## config.mk

```make
export PLATFORM = sky130hd
export DESIGN_NAME = clock_scaler_mc
export DESIGN_NICKNAME = d
export VERILOG_FILES = /design/src/rtl/clock_scaler_mc.sv
export SDC_FILE = /design/constraint.sdc
export NUM_CORES = 1
export LEC_CHECK = 0
export ABC_CLOCK_PERIOD_IN_PS = 5500
export CORE_MARGIN = 1.5
export CORE_UTILIZATION = 23
export DETAILED_ROUTE_END_ITERATION = 12
export PLACE_DENSITY = 0.45
export SKIP_CTS_REPAIR_TIMING = 1
export SLEW_MARGIN = 20
export SYNTH_ARGS = -nofsm -noshare
export SYNTH_HDL_FRONTEND = slang
export SYNTH_SLANG_ARGS = --single-unit
```

## constraint.sdc

```tcl
create_clock -name clk_in -period 5.5 [get_ports clk_in]
set_clock_uncertainty 0.05 [all_clocks]
set_input_delay 1.1 -clock clk_in [delete_from_list [all_inputs] [get_ports clk_in]]
set_output_delay 1.1 -clock clk_in [all_outputs]
set_load 0.005 [all_outputs]
```

## src/rtl/clock_scaler_mc.sv

```systemverilog
// Multi-channel clock divider: one master counter, per-channel phase offsets and a shared duty.
// New settings take effect only at a period boundary, or immediately while the scaler is stopped.
module clock_scaler_mc #(
  parameter int CNT_W       = 16,
  parameter int NUM_CH      = 4,
  parameter int DEFAULT_DIV = 6250
) (
  input  logic                    clk_in,
  input  logic                    rst,
  input  logic                    en,
  input  logic                    load,
  input  logic [CNT_W-1:0]        div_in,
  input  logic [CNT_W-1:0]        duty_in,
  input  logic [NUM_CH*CNT_W-1:0] phase_in,
  output logic [NUM_CH-1:0]       clk_scaled_out,
  output logic                    tick_out,
  output logic                    cfg_pending_out,
  output logic                    cfg_ack_out,
  output logic                    cfg_err_out
);

  logic [CNT_W-1:0]        r_cnt;
  logic [CNT_W-1:0]        r_div_act;
  logic [CNT_W-1:0]        r_duty_act;
  logic [NUM_CH*CNT_W-1:0] r_phase_act;
  logic                    r_pend;
  logic [CNT_W-1:0]        r_div_pend;
  logic [CNT_W-1:0]        r_duty_pend;
  logic [NUM_CH*CNT_W-1:0] r_phase_pend;
  logic [NUM_CH-1:0]       r_clk;
  logic                    r_tick;
  logic                    r_ack;
  logic                    r_err;

  logic [NUM_CH-1:0] w_ph_ok;
  logic [NUM_CH-1:0] w_hi;
  logic [CNT_W:0]    w_ch [NUM_CH];
  logic              w_load_ok;
  logic              w_wrap;

  generate
    for (genvar gi = 0; gi < NUM_CH; gi++) begin : g_ch
      logic [CNT_W-1:0] w_ph;
      assign w_ph        = r_phase_act[gi*CNT_W +: CNT_W];
      assign w_ph_ok[gi] = phase_in[gi*CNT_W +: CNT_W] < div_in;
      // One extra bit keeps cnt+div-phase from overflowing for large divisors.
      assign w_ch[gi] = (r_cnt >= w_ph) ? ({1'b0, r_cnt} - {1'b0, w_ph})
                                        : ({1'b0, r_cnt} + {1'b0, r_div_act} - {1'b0, w_ph});
      assign w_hi[gi] = w_ch[gi] < {1'b0, r_duty_act};
    end
  endgenerate

  assign w_load_ok = load && (div_in >= CNT_W'(2)) && (&w_ph_ok);
  assign w_wrap    = en && (r_cnt >= r_div_act - CNT_W'(1));

  always_ff @(posedge clk_in) begin
    if (rst) begin
      r_cnt        <= '0;
      r_div_act    <= CNT_W'(DEFAULT_DIV);
      r_duty_act   <= CNT_W'(DEFAULT_DIV / 2);
      r_phase_act  <= '0;
      r_pend       <= 1'b0;
      r_div_pend   <= '0;
      r_duty_pend  <= '0;
      r_phase_pend <= '0;
      r_clk        <= '0;
      r_tick       <= 1'b0;
      r_ack        <= 1'b0;
      r_err        <= 1'b0;
    end else begin
      r_ack  <= 1'b0;
      r_err  <= load && !w_load_ok;
      r_tick <= w_wrap;
      r_clk  <= en ? w_hi : '0;
      if (en) begin
        r_cnt <= w_wrap ? '0 : r_cnt + CNT_W'(1);
        if (w_wrap && r_pend) begin
          r_div_act   <= r_div_pend;
          r_duty_act  <= r_duty_pend;
          r_phase_act <= r_phase_pend;
          r_ack       <= 1'b1;
          r_pend      <= 1'b0;
        end
        // A load in the wrap cycle overrides the pend clear above: it waits for the next wrap.
        if (w_load_ok) begin
          r_div_pend   <= div_in;
          r_duty_pend  <= duty_in;
          r_phase_pend <= phase_in;
          r_pend       <= 1'b1;
        end
      end else begin
        r_cnt <= '0;
        if (w_load_ok) begin
          r_div_act   <= div_in;
          r_duty_act  <= duty_in;
          r_phase_act <= phase_in;
          r_ack       <= 1'b1;
          r_pend      <= 1'b0;
        end else if (r_pend) begin
          r_div_act   <= r_div_pend;
          r_duty_act  <= r_duty_pend;
          r_phase_act <= r_phase_pend;
          r_ack       <= 1'b1;
          r_pend      <= 1'b0;
        end
      end
    end
  end

  assign clk_scaled_out  = r_clk;
  assign tick_out        = r_tick;
  assign cfg_pending_out = r_pend;
  assign cfg_ack_out     = r_ack;
  assign cfg_err_out     = r_err;

endmodule

```

==> impl_metrics.env <==
export IMPL_ios=108
export IMPL_syn_inst=2257
export IMPL_crit_path_top_delay_cell="or4_1"
export IMPL_slew_headroom_pct=32.2
export IMPL_gp_congestion=0.952
export IMPL_path_delay_family="compound AO/OA/AOI/OAI gates"
export IMPL_maxCapViolations=0
export IMPL_slowest_delay_ns=0.53
export IMPL_io_buffer_count=107
export IMPL_finalMaxSlewViolations=0
export IMPL_areaGrowthSynthToFinish_pct=20.2
export IMPL_ant_nets=0
export IMPL_cp_end_kind="flop"
export IMPL_grt_max_degree=105
export IMPL_synth_area_leader_cell="dfxtp_1"
export IMPL_htreeDepth=1
export IMPL_nFillCells=8628
export IMPL_cts_tree="yes"
export IMPL_grt_pass1_vias=16700
export IMPL_num_rows=104
export IMPL_max_vdd_ir_drop_mv=0.188
export IMPL_tightestPinTransition_ns=1.02
export IMPL_die_area_um2=83100
export IMPL_cp_start_kind="flop"
export IMPL_path_class="reg -> reg"
export IMPL_synthTopCellsByArea="dfxtp_1 (23%), ha_1 (19%), mux2i_1 (10%)"
export IMPL_wl_per_cell_um=21.3
export IMPL_place_area_um2=21400
export IMPL_grt_overflow_total=0
export IMPL_final_util_pct=27.9
export IMPL_clkLatencyLatePin_ns=0.57
export IMPL_cts_sinks=216
export IMPL_clockBufferDepth=3
export IMPL_n_antenna_cell=0
export IMPL_fin_crit_sh_pct=95.9
export IMPL_synth_cell_types=69
export IMPL_yosysWarnings=0
export IMPL_p_per_area_nw_per_um2=244
export IMPL_coreArea_um2=80500
export IMPL_path_buf_inv=3
export IMPL_drc=0
export IMPL_max_freq_ghz=0.190
export IMPL_wirelength_um=73900
export IMPL_hold_viol_final=0
export IMPL_gr_usage_all_layers_pct=17.6
export IMPL_start_util_pct=23.2
export IMPL_drtIter0Drc=1079
export IMPL_die_x_um=288
export IMPL_cts_buffers=28
export IMPL_antenna_found_initial=0
export IMPL_p_leak_nw=9.76
export IMPL_hold_path_class="reg -> reg"
export IMPL_crit_required_ns=5.89
export IMPL_synth_main_ff_cell="dfxtp_1"
export IMPL_clkTransAtPathRegs_ns=0.07
export IMPL_min_period_ns=5.27
export IMPL_multiInputGateArea_um2=13600
export IMPL_fin_nets=2782
export IMPL_crit_top_cell="o21ai_0"
export IMPL_hpwl_um=59500
export IMPL_grt_pass1_wl_um=110000
export IMPL_ys_seq_area_share_pct=23.1
export IMPL_final_area_um2=22500
export IMPL_die_height_um=288
export IMPL_p_total_w=0.00550
export IMPL_finalSetupViolations=0
export IMPL_register_area_um2=4320
export IMPL_drive_gt1_share_pct=6.48
export IMPL_drt_pass1_iter_count=6
export IMPL_status="completed"
export IMPL_syn_cell_area_um2=18700
export IMPL_clock_root_buffer="clkbuf_16"
export IMPL_cp_max_fo=4
export IMPL_synthArstFlopShare_pct=0
export IMPL_via_count=17300
export IMPL_syn_area_per_cell_um2=8.29
export IMPL_yosysTopAreaCellShare_pct=23.1
export IMPL_drt_vias_per_instance=4.98
export IMPL_synth_seq_cells=216
export IMPL_synth_edf_count=0
export IMPL_syn_nets=2648
export IMPL_worstPathArrival_ns=5.66
[tightest hold or removal path: cells and delay by family (launching register included)]
kind | cells | cell delay, ns
flops | 1 | 0.32
mux | 1 | 0.07
simple gates | 1 | 0.07
[logic make-up (layout without fill, tap and decap cells)]
logic type	count (synthesis)	in the layout	synth area share, %
DFF	216	216	23.1
and+or+nand+nor	647	647	15.9
adders and majority gates	291	291	19.8
AOI/OAI and AO/OA	557	557	19.7
muxes	199	199	10.7
xor gates and xnor gates	132	132	6.18
buffers and inverters	215	367	4.62
[where the power goes]
group,switching [W],internal [W]
combinational,0.00109,0.000822
sequential,0.0000405,0.00161
clock,0.000754,0.00117
total,0.00189,0.00361
[state kept, by name (all words and copies together), names as in the netlist, 4 cells and up]
name	count
clk_scaled_out	4
r_cnt	16
r_div_act	16
r_div_pend	16
r_duty_act	16
r_duty_pend	16
r_phase_act	64
r_phase_pend	64
[layout by cell type (no fill, tap or decap), types with 13 or more instances in the layout]
master,count
a211oi_1,97
a21o_1,72
a21oi_1,128
a31oi_1,21
and3_1,14
buf_4,70
clkbuf_16,28
clkdlybuf4s50_1,106
dfxtp_1,216
ha_1,280
inv_1,135
mux2i_1,193
nand2_1,108
nand2b_1,29
nand3_1,54
nand4_1,23
nor2_1,293
nor2b_1,27
nor3_1,42
o21a_1,29
o21ai_0,94
or3_1,13
xnor2_1,72
xor2_1,55
[synth_stat cells (6+ instances only)]
library cell / n
nand4_1: 23
o21a_1: 29
ha_1: 282
o31a_1: 10
o211ai_1: 10
o22ai_1: 8
o21ai_0: 96
clkbuf_1: 59
a31oi_1: 24
nor4_1: 9
nand3_1: 54
mux2i_1: 193
o2111ai_1: 8
o31ai_1: 10
xnor2_1: 75
xor2_1: 57
a2111oi_0: 6
inv_1: 135
dfxtp_1: 216
a21oi_1: 131
or4_1: 7
fa_1: 9
nand3b_1: 8
buf_2: 16
nor3_1: 43
a21o_1: 72
nand2_1: 108
nor2_1: 293
and3_1: 14
nand2b_1: 29
a211o_1: 7
or3_1: 13
o21bai_1: 10
a211oi_1: 97
nor2b_1: 27
[cell type report]
type	instances	share of cell area, %
multi-input combinational	1826	60.7
sequential	216	19.2
timing repair buffer	184	7.73
tap	1060	5.90
clock buffer	36	3.43
inverter	135	2.25
clock inverter	12	0.806
[worst paths after layout]
| check | startpoint | endpoint | slack, ns | cells after the start |
|---|---|---|---|---|
| setup / recovery | r_div_act[1] | clk_scaled_out[1] | 0.23 | 26 |
| hold / removal | r_duty_pend[4] | r_duty_pend[4] | 0.45 | 2 |
| setup reg to reg | r_div_act[1] | clk_scaled_out[1] | 0.23 | 26 |
| hold reg to reg | r_duty_pend[4] | r_duty_pend[4] | 0.45 | 2 |
[stage by stage]
step / hold slack, ns / worst slack (ns) / TNS, ns / cells
floorplan: 0.395 / 0.312 / 0 / 2257
global placement: 0.424 / -0.178 / -0.178 / 3416
detailed placement: 0.436 / -0.165 / -0.165 / 3416
CTS: 0.450 / -0.194 / -0.194 / 3464
global route: 0.468 / -0.00746 / -0.00746 / 3469
finish: 0.448 / 0.226 / 0 / 3469
[per-layer routing]
layer  wire length, um  GRT usage (%)  share of wire [%]  vias to the layer above
met1             35200           24.1                 48                     8349
met2             34000           29.4                 46                      381
met3              2510           1.33                3.4                       96
met5                 0              0                  0                        -
met4              2130           4.88                2.9                        0
li1                  -              -                  -                     8463
Power figures use the tool's default switching activity.
